===== config.mk =====
export PLATFORM = sky130hd
export DESIGN_NAME = router_ctrl
export DESIGN_NICKNAME = d
export VERILOG_FILES = /design/src/rtl/router_ctrl_pkg.sv /design/src/rtl/router_ctrl_oreg.sv /design/src/rtl/router_ctrl.sv
export SDC_FILE = /design/constraint.sdc
export NUM_CORES = 1
export LEC_CHECK = 0
export ABC_AREA = 1
export CORE_ASPECT_RATIO = 1.2
export CORE_MARGIN = 5
export CORE_UTILIZATION = 40
export CTS_BUF_LIST = sky130_fd_sc_hd__clkbuf_8
export DETAILED_ROUTE_END_ITERATION = 10
export PLACE_DENSITY_LB_ADDON = 0.08
export SYNTH_ARGS = -nofsm -noshare
export SYNTH_HDL_FRONTEND = slang
export SYNTH_SLANG_ARGS = --single-unit

===== constraint.sdc =====
create_clock -name clk -period 1.7 [get_ports clk]
set_clock_uncertainty 0.15 [all_clocks]
set_input_delay 0.425 -clock clk [delete_from_list [all_inputs] [get_ports clk]]
set_output_delay 0.425 -clock clk [all_outputs]
set_load 0.02 [all_outputs]

===== src/rtl/router_ctrl_pkg.sv =====
`default_nettype none
// ============================================================================
// Module      : router_ctrl_pkg
// Description : Shared types and constants for the router_ctrl packet sequencer.
// Revision    : 1.0 - initial release
// ============================================================================
package router_ctrl_pkg;

    localparam int NDEST   = 8;
    localparam int DEST_W  = 3;
    localparam int LEN_W   = 5;
    localparam int LEN_LSB = 3;

    localparam logic [1:0] c_st_idle    = 2'd0;
    localparam logic [1:0] c_st_payload = 2'd1;
    localparam logic [1:0] c_st_drop    = 2'd2;

    typedef enum logic [1:0] {
        IDLE    = c_st_idle,
        PAYLOAD = c_st_payload,
        DROP    = c_st_drop
    } state_t;

    function automatic logic [NDEST-1:0] dest_onehot(input logic [DEST_W-1:0] d);
        return NDEST'(1) << d;
    endfunction

endpackage
`default_nettype wire


===== src/rtl/router_ctrl_oreg.sv =====
`default_nettype none
// ============================================================================
// Module      : router_ctrl_oreg
// Description : One-entry valid/ready holding register; a load wins over a drain.
// Revision    : 1.0 - initial release
// ============================================================================
module router_ctrl_oreg #(
    parameter int WIDTH = 8
) (
    input  logic             clk,
    input  logic             rst,
    input  logic             i_load,
    input  logic             i_drain,
    input  logic [WIDTH-1:0] i_data,
    output logic             o_vld,
    output logic [WIDTH-1:0] o_data
);

    logic             r_vld;
    logic [WIDTH-1:0] r_data;

    always_ff @(posedge clk) begin
        if (rst) begin
            r_vld  <= 1'b0;
            r_data <= '0;
        end else if (i_load) begin
            r_vld  <= 1'b1;
            r_data <= i_data;
        end else if (i_drain) begin
            r_vld  <= 1'b0;
        end
    end

    assign o_vld  = r_vld;
    assign o_data = r_data;

endmodule
`default_nettype wire


===== src/rtl/router_ctrl.sv =====
`default_nettype none
// ============================================================================
// Module      : router_ctrl
// Description : Header-decoding packet sequencer feeding router_1to8.
//               ROUTER_CTRL_STATS_EN adds the saturating drop_cnt port.
// Revision    : 1.0 - initial release
// ============================================================================
module router_ctrl
    import router_ctrl_pkg::*;
#(
    parameter logic [NDEST-1:0] DEST_MASK_RST = 8'hFF
) (
    input  logic              clk,
    input  logic              rst,
    input  logic [7:0]        in,
    input  logic              in_valid,
    output logic              in_ready,
    input  logic [NDEST-1:0]  en_mask,
    output logic [DEST_W-1:0] sel,
    output logic [7:0]        data,
    output logic [NDEST-1:0]  out_valid,
    input  logic [NDEST-1:0]  out_ready,
    output logic              busy,
    output logic              pkt_done
`ifdef ROUTER_CTRL_STATS_EN
    ,
    output logic [15:0]       drop_cnt
`endif
);

    state_t             r_state;
    logic [DEST_W-1:0]  r_sel;
    logic [LEN_W-1:0]   r_rem;
    logic [NDEST-1:0]   r_en_snap;

    logic               w_vld;
    logic [7:0]         w_data;
    logic               w_drain;
    logic               w_in_ready;
    logic               w_acc;
    logic               w_hdr_acc;
    logic               w_fwd_acc;
    logic               w_last;
    logic [DEST_W-1:0]  w_hdr_dest;
    logic [LEN_W-1:0]   w_hdr_len;
    logic               w_hdr_en;

    assign w_drain    = out_ready[r_sel];
    assign w_in_ready = (r_state == DROP) | ~w_vld | w_drain;
    assign w_acc      = in_valid & w_in_ready;
    assign w_hdr_dest = in[DEST_W-1:0];
    assign w_hdr_len  = in[LEN_LSB +: LEN_W];
    assign w_hdr_en   = en_mask[w_hdr_dest];
    assign w_hdr_acc  = w_acc & (r_state == IDLE);
    assign w_last     = (r_rem == '0);
    // The mask snapshot taken at header time keeps mid-packet en_mask edits inert.
    assign w_fwd_acc  = w_acc & (r_state == PAYLOAD) & r_en_snap[r_sel];

    // sel only moves on an enabled header; header accept implies the register is
    // empty or draining, so the new sel never coincides with a stale valid byte.
    always_ff @(posedge clk) begin
        if (rst) begin
            r_state   <= IDLE;
            r_sel     <= '0;
            r_rem     <= '0;
            r_en_snap <= DEST_MASK_RST;
        end else begin
            case (r_state)
                IDLE: begin
                    if (w_hdr_acc) begin
                        r_rem     <= w_hdr_len;
                        r_en_snap <= en_mask;
                        if (w_hdr_en) begin
                            r_sel   <= w_hdr_dest;
                            r_state <= PAYLOAD;
                        end else begin
                            r_state <= DROP;
                        end
                    end
                end
                PAYLOAD, DROP: begin
                    if (w_acc) begin
                        if (w_last) r_state <= IDLE;
                        else        r_rem   <= r_rem - 1'b1;
                    end
                end
                default: r_state <= IDLE;
            endcase
        end
    end

    router_ctrl_oreg #(
        .WIDTH (8)
    ) u_oreg (
        .clk     (clk),
        .rst     (rst),
        .i_load  (w_fwd_acc),
        .i_drain (w_drain),
        .i_data  (in),
        .o_vld   (w_vld),
        .o_data  (w_data)
    );

`ifdef ROUTER_CTRL_STATS_EN
    logic [15:0] r_drop_cnt;

    always_ff @(posedge clk) begin
        if (rst) begin
            r_drop_cnt <= '0;
        end else if (w_hdr_acc && !w_hdr_en && (r_drop_cnt != 16'hFFFF)) begin
            r_drop_cnt <= r_drop_cnt + 16'd1;
        end
    end

    assign drop_cnt = r_drop_cnt;
`endif

    assign in_ready  = w_in_ready;
    assign sel       = r_sel;
    assign data      = w_data;
    assign out_valid = w_vld ? dest_onehot(r_sel) : '0;
    assign busy      = (r_state != IDLE) | w_vld;
    assign pkt_done  = w_fwd_acc & w_last;

endmodule
`default_nettype wire


==> reports/summary.json, run 1 <==
{
  "run_status": "finished with violations",
  "firstDrtPassIters": 4,
  "drtIter0Drc": 60,
  "met2_usage": 0.341,
  "place_congestion": 0.835,
  "synth_seq_cells": 27,
  "fin_crit_sh": 1.28,
  "crit_type": "in2out",
  "min-delay-path-class": "reg2reg",
  "dp_slack_ns": -0.987,
  "tritoncts_clock_tree": "built",
  "post-synth-top-area-cell": "sky130_fd_sc_hd__dfxtp_1",
  "failed_checks": "negative setup slack",
  "areaGrowthSynthToFinish_pct": 72.7,
  "port_buffers": 48,
  "grtUsageMet3": 0.0325,
  "clkSlewWorstSetupHoldPaths_ns": 0.10,
  "routedWlPerCell_um": 11.6,
  "pin_count_of_the_biggest_net_entering_global_routing": 23,
  "nets": 380,
  "finalNonFillerCells": 402,
  "slew_headroom": 0.814,
  "ys_top_cells_by_area": "sky130_fd_sc_hd__dfxtp_1, sky130_fd_sc_hd__nand2_1, sky130_fd_sc_hd__nor2_1, sky130_fd_sc_hd__nand3_1, sky130_fd_sc_hd__inv_1",
  "post_synth_instance_area_um2": 1580,
  "drt_drc_violations_left": 0,
  "setup.worst_path.start_class": "primary input",
  "routed-via-count": 1870,
  "setup-violations-final": 30,
  "synth_edf_count": 0,
  "routed_wirelength_mm": 4.66,
  "routed_via_density": 4.65,
  "core_outline_area_um2": 3880,
  "syn_nets": 282,
  "critical_path.max_fanout": 2,
  "die_width_um": 67.4,
  "grt_setup_unrepaired": "yes",
  "clk-insertion-delay-late_ns": 0.28,
  "synth_sequential_area_ratio": 0.342,
  "most_frequently_used_cell_type_in_the_post_synthesis_netlist": "sky130_fd_sc_hd__nand2_1",
  "fmax_mhz": 460,
  "timing.critical_path.cells": "clkdlybuf4s50_1 -> nand2_1 -> nand2_1 -> nand2_1 -> nand3_2 -> nand2_2 -> nand2_4 -> nand2_4 -> inv_4 -> nand2_4 -> nor2_4 -> buf_6",
  "power.static_leakage_nw": 1.34,
  "antenna-diode-count": 0,
  "share_of_final_layout_standard_cells_stronger_than_drive_strength_1": 0.371,
  "floorplan.io_pins": 49,
  "crit_path_end_kind": "primary output",
  "antenna_found_initial": 0,
  "worst_margin_slew_ns": 0.279,
  "htree_num_levels": 1,
  "synthFlopType": "sky130_fd_sc_hd__dfxtp_1",
  "fp.dieArea_um2": 5310,
  "irDropWorstVdd_mv": 0.795,
  "clock-root-buffer": "sky130_fd_sc_hd__clkbuf_8",
  "post_synth_most_frequent_cells": "sky130_fd_sc_hd__nand2_1, sky130_fd_sc_hd__nor2_1, sky130_fd_sc_hd__dfxtp_1, sky130_fd_sc_hd__nand3_1, sky130_fd_sc_hd__inv_1",
  "global_route.overflow_total": 0,
  "power.density_cell_area_nw_per_um2": 1080,
  "met1_usage": 0.205,
  "grt_util_all_layers": 0.184,
  "finish.instance_area_um2": 2730,
  "arrival_ns": 1.60,
  "tritoncts.num_buffers": 3,
  "cts.hold.buffers_added": 0,
  "synth_cells": 251,
  "timing.final.ws_setup_ns": -0.475,
  "initial_utilization": 0.407,
  "clockBufferDepth": 2,
  "slowest_stage": "sky130_fd_sc_hd__clkdlybuf4s50_1",
  "crit_required_ns": 1.12,
  "avgSynthCellArea_um2": 6.30,
  "cp_slowest_stage_delay_ns": 0.45,
  "dpl_cell_area_um2": 2450,
  "placedCellCount": 391,
  "cap_viol_max_count": 0,
  "ys.warnings.count": 0,
  "finalMaxSlewViolations": 0,
  "setup-tns-final_ns": -2.61,
  "cts_num_sinks": 27,
  "fraction_of_synthesized_cell_area_taken_by_the_top_area_cell_type": 0.342,
  "final_period_minus_worst_setup_slack_ns": 2.17,
  "dieHeight_um": 78.9,
  "grt_busiest_layer": "met2",
  "grt_pass1_wl_mm": 7.74,
  "detailedPlacementHpwl_mm": 3.51,
  "antenna_violating_nets_post_route": 0,
  "row_count": 25,
  "number_of_distinct_standard_cells_referenced_by_the_synthesized_netlist": 23,
  "hold_viol_final": 0,
  "synth_async_sr_flop_share": 0,
  "first_global_vias": 1815
}
## kinds of logic (layout without fill, tap and decap cells)
group | after synthesis | count (layout) | share of synthesized area
simple gates | 172 | 172 | 0.479
compound gates | 21 | 21 | 0.0689
flops | 27 | 27 | 0.342
xor+xnor | 1 | 1 | 0.00554
buf+inv | 26 | 123 | 0.0728
fa+ha+maj | 4 | 4 | 0.0317
## path summary, 6_finish.rpt
check / cells past startpoint / from / end / slack (ns)
setup / recovery: 12 / out_ready[5] / pkt_done / -0.47
hold / removal: 2 / r_en_snap[2]$_SDFFE_PP1P_ / r_en_snap[2]$_SDFFE_PP1P_ / 0.32
setup reg to reg: 13 / sel[0]$_SDFFE_PP0P_ / sel[2]$_SDFFE_PP0P_ / -0.11
hold reg to reg: 2 / r_en_snap[2]$_SDFFE_PP1P_ / r_en_snap[2]$_SDFFE_PP1P_ / 0.32
## routing by layer
| metal | wire length [um] | part of all wire |
|---|---|---|
| met5 | 0 | 0 |
| met4 | 103 | 0.022 |
| met3 | 210 | 0.045 |
| met2 | 2450 | 0.52 |
| met1 | 1900 | 0.41 |
## sequential cells by signal (all words and copies together), names as in the netlist
name / flops
r_en_snap: 8
r_rem: 5
r_state: 2
sel: 3
u_oreg.o_data: 8
u_oreg.o_vld: 1
## metrics by stage
stage / util / hold WS (ns) / power, mW
2_1_floorplan: - / 0.280 / 1.63
3_3_place_gp: 0.632 / 0.293 / 2.19
3_5_place_dp: 0.632 / 0.299 / 2.21
4_1_cts: 0.682 / 0.325 / 2.88
5_1_grt: 0.704 / 0.353 / 3.18
6_report: 0.704 / 0.323 / 2.96
## area by class of cell
type,instances,area [um2]
Fill cell,344,1150
Multi-Input combinational cell,198,1090
Timing Repair Buffer,96,868
Sequential cell,27,552
Inverter,23,104
Tap cell,54,67.6
Clock buffer,3,41.3
Clock inverter,1,7.51
## placed cells by master (no fill, tap or decap), drive strengths merged
cell / n
clkinvlp: 1
a21oi: 6
clkdlybuf4s50: 17
ha: 4
o21a: 1
nand3: 19
nand2: 85
dfxtp: 27
buf: 59
nand3b: 5
nand4: 1
xor2: 1
clkdlybuf4s15: 3
clkbuf: 4
dlygate4sd2: 16
nor2: 62
o21ai: 13
inv: 23
o22ai: 1
## where the power goes
group / total [mW] / switching (mW) / internal [mW]
Combinational: 1.72 / 0.877 / 0.841
Sequential: 0.859 / 0.0903 / 0.769
Clock: 0.382 / 0.215 / 0.167
Total: 2.96 / 1.18 / 1.78
## critical path, delay by kind of cell
family	cells	cell delay, ns
AND/OR/NAND/NOR	9	0.54
buffers and inverters	3	0.62
## what timing repair did
item,in CTS,in global routing
endpoints found under the hold margin,0,0
pin swaps,30,20
resized for setup,124,30
setup buffers,9,2
endpoints found under the setup margin,49,40
Note: power is estimated with default switching activity, not from simulation.
==> inputs of run 2 (changes only) <==
--- a/config.mk
+++ b/config.mk
@@ -7,4 +7,5 @@
 export LEC_CHECK = 0
 export ABC_AREA = 1
+export CAP_MARGIN = 0
 export CORE_ASPECT_RATIO = 1.2
 export CORE_MARGIN = 5
--- a/constraint.sdc
+++ b/constraint.sdc
@@ -3,3 +3,3 @@
 set_input_delay 0.425 -clock clk [delete_from_list [all_inputs] [get_ports clk]]
 set_output_delay 0.425 -clock clk [all_outputs]
-set_load 0.02 [all_outputs]
+set_load 0.005 [all_outputs]
==> reports/summary.json, run 2 (synthesis results as in run 1) <==
{
  "fmax": {"value": 467, "unit": "MHz", "change": "+1.6%"},
  "tritoncts_clock_tree": "built",
  "clkSlewWorstSetupHoldPaths": {"value": 0.10, "unit": "ns", "change": "about the same"},
  "min_delay_path_depth": {"value": 2, "change": "unchanged"},
  "dpl_cell_area": {"value": 2450, "unit": "um2", "change": "-0.20%"},
  "placedCellCount": {"value": 391, "change": "unchanged"},
  "rr_endpoint": "sel[2]$_SDFFE_PP0P_",
  "row_count": {"value": 25, "change": "unchanged"},
  "clock-root-buffer": "sky130_fd_sc_hd__clkbuf_8",
  "reg2reg_from": "sel[0]$_SDFFE_PP0P_",
  "crit_required": {"value": 1.12, "unit": "ns", "change": "about the same"},
  "areaGrowthSynthToFinish_pct": 73.1,
  "routed_wirelength": {"value": 4.65, "unit": "mm", "change": "-0.24%"},
  "pin_count_of_the_biggest_net_entering_global_routing": {"value": 17, "change": "-26%"},
  "n_fill_cell": {"value": 356, "change": "+3.5%"},
  "drtIter0Drc": {"value": 75, "change": "+25%"},
  "setup-violations-final": {"value": 28, "change": "-6.7%"},
  "finalNonFillerCells": {"value": 404, "change": "+0.50%"},
  "final_period_minus_worst_setup_slack": {"value": 2.14, "unit": "ns", "change": "-0.0339 ns"},
  "hold-path-endpoint": "u_oreg.o_data[0]$_SDFFE_PP0P_",
  "cts.hold.buffers_added": {"value": 0, "change": "unchanged"},
  "clk-insertion-delay-late": {"value": 0.27, "unit": "ns", "change": "about the same"},
  "finalMaxSlewViolations": {"value": 0, "change": "unchanged"},
  "first_global_vias": {"value": 1824, "change": "+0.50%"},
  "critical_path.max_fanout": {"value": 2, "change": "unchanged"},
  "routed_via_density": {"value": 4.61, "change": "-0.87%"},
  "hold_viol_final": {"value": 0, "change": "unchanged"},
  "dp_slack": {"value": -0.853, "unit": "ns", "change": "+0.133 ns"},
  "global_route.overflow_total": {"value": 0, "change": "unchanged"},
  "run_status": "finished with violations",
  "cts_num_sinks": {"value": 27, "change": "unchanged"},
  "rrSetupSlack": {"value": -0.16, "unit": "ns", "change": "-0.05 ns"},
  "min-delay-start": "u_oreg.o_data[0]$_SDFFE_PP0P_",
  "final_common_cell": "sky130_fd_sc_hd__nand2_1",
  "postLayoutCoreUtil": {"value": 0.705, "change": "+0.00161"},
  "routed-via-count": {"value": 1863, "change": "-0.37%"},
  "floorplan.io_pins": {"value": 49, "change": "unchanged"},
  "failed_checks": "negative setup slack",
  "power.density_cell_area": {"value": 1030, "unit": "nW/um2", "change": "-5.3%"},
  "core_outline_area": {"value": 3880, "unit": "um2", "change": "unchanged"},
  "crit_path_end_kind": "primary output",
  "worst_margin_slew": {"value": 0.273, "unit": "ns", "change": "-0.00632 ns"},
  "slew_headroom": {"value": 0.818, "change": "+0.00421"},
  "grt_setup_unrepaired": "yes",
  "die_width": {"value": 67.4, "unit": "um", "change": "unchanged"},
  "grt_util_all_layers": {"value": 0.184, "change": "-0.000580"},
  "crit_type": "in2out",
  "setup.worst_path.start_class": "primary input",
  "detailedPlacementHpwl": {"value": 3.47, "unit": "mm", "change": "-1.1%"},
  "mostFrequentLayoutCells": "sky130_fd_sc_hd__nand2_1, sky130_fd_sc_hd__nor2_1, sky130_fd_sc_hd__buf_4",
  "finish.instance_area": {"value": 2740, "unit": "um2", "change": "+0.23%"},
  "fp.dieArea": {"value": 5310, "unit": "um2", "change": "unchanged"},
  "antenna-diode-count": {"value": 0, "change": "unchanged"},
  "antenna_violating_nets_post_route": {"value": 0, "change": "unchanged"},
  "fin_crit_sh": {"value": 1.26, "change": "-0.0199"},
  "irDropWorstVdd": {"value": 0.880, "unit": "mV", "change": "+11%"},
  "min-delay-path-class": "reg2reg",
  "timing.final.ws_setup": {"value": -0.441, "unit": "ns", "change": "+0.0339 ns"},
  "drt_drc_violations_left": {"value": 0, "change": "unchanged"},
  "power.static_leakage": {"value": 1.44, "unit": "nW", "change": "+7.3%"},
  "cap_viol_max_count": {"value": 0, "change": "unchanged"},
  "routedWlPerCell": {"value": 11.5, "unit": "um", "change": "-0.73%"},
  "clockBufferDepth": {"value": 2, "change": "unchanged"},
  "initial_utilization": {"value": 0.407, "change": "unchanged"},
  "firstDrtPassIters": {"value": 4, "change": "unchanged"},
  "arrival": {"value": 1.57, "unit": "ns", "change": "-0.03 ns"},
  "worst_r2r_path_depth": {"value": 14, "change": "+1"},
  "htree_num_levels": {"value": 1, "change": "unchanged"},
  "share_of_final_layout_standard_cells_stronger_than_drive_strength_1": {"value": 0.377, "change": "+0.00645"},
  "grt_pass1_wl": {"value": 7.77, "unit": "mm", "change": "+0.36%"},
  "place_congestion": {"value": 0.833, "change": "-0.25%"},
  "dieHeight": {"value": 78.9, "unit": "um", "change": "unchanged"},
  "tritoncts.num_buffers": {"value": 3, "change": "unchanged"},
  "port_buffers": {"value": 48, "change": "unchanged"},
  "nets": {"value": 382, "change": "+0.53%"},
  "antenna_found_initial": {"value": 0, "change": "unchanged"}
}
==> run 2: cell count changes in the layout (fill, tap and decap cells not counted), sizes merged <==
cell           change
dlymetal6s2s       +7
clkdlybuf4s50      +2
dlygate4sd2        -5
clkdlybuf4s15      -2
clkbuf             -1
buf                +1
==> run 2: layout make-up <==
class,count,area (um2),share of cell area
Timing Repair Buffer,98,891,0.326
Inverter,23,104,0.0380
Tap cell,54,67.6,0.0247
Sequential cell,27,561,0.205
Multi-Input combinational cell,198,1060,0.389
Clock inverter,1,7.51,0.00274
Clock buffer,3,41.3,0.0151
==> run 2: stage by stage <==
| stage | power (mW) | hold WS (ns) | setup TNS (ns) |
|---|---|---|---|
| after CTS | 2.65 | 0.324 | -4.20 |
| after detailed placement | 2.18 | 0.298 | -12.72 |
| after global placement | 2.16 | 0.295 | -12.54 |
| after global routing | 3.05 | 0.349 | -7.22 |
| final | 2.81 | 0.321 | -3.35 |
| after floorplan | 1.57 | 0.280 | -0.0756 |
==> run 2: how the worst max path moves through the flow <==
| stage | start | to | slack (ns) |
|---|---|---|---|
| after floorplan | sel[0]$_SDFFE_PP0P_ | pkt_done | -0.08 |
| after global placement | out_ready[5] | pkt_done | -0.84 |
| after detailed placement | out_ready[0] | pkt_done | -0.85 |
| after CTS | sel[0]$_SDFFE_PP0P_ | pkt_done | -0.46 |
| after global routing | sel[0]$_SDFFE_PP0P_ | pkt_done | -0.53 |
| final | out_ready[0] | pkt_done | -0.44 |
==> run 2: power by group <==
part           total, mW  switching, mW  internal, mW  leakage, nW
clock network      0.380          0.214         0.167       0.0217
logic               1.57          0.781         0.792         1.19
registers          0.855         0.0839         0.771        0.228
total               2.81           1.08          1.73         1.44
==> run 2: routing by layer <==
metal | wire, um | vias to the layer above | share of wire | track usage
met4 | 44 | 0 | 0.0095 | 0.0690
met1 | 1860 | 839 | 0.40 | 0.212
met3 | 237 | 4 | 0.051 | 0.0325
met2 | 2510 | 36 | 0.54 | 0.328
li1 | - | 984 | - | -
met5 | 0 | - | 0 | 0
==> run 2: repair_timing <==
action / CTS / global route
gates resized for setup: 94 / 44
setup endpoints to repair: 48 / 44
buffers inserted: 11 / 4
pin swaps: 22 / 18
==> run 2: worst max-delay path: stages <==
cell,delay (ns)
sky130_fd_sc_hd__clkdlybuf4s50_1,0.45
sky130_fd_sc_hd__nand2_1,0.05
sky130_fd_sc_hd__nand2_1,0.05
sky130_fd_sc_hd__nand2_1,0.06
sky130_fd_sc_hd__nand3_2,0.07
sky130_fd_sc_hd__nand2_2,0.07
sky130_fd_sc_hd__nand2_4,0.08
sky130_fd_sc_hd__nand2_4,0.06
sky130_fd_sc_hd__inv_4,0.06
sky130_fd_sc_hd__nand2_4,0.04
sky130_fd_sc_hd__nor2_2,0.06
sky130_fd_sc_hd__buf_2,0.11
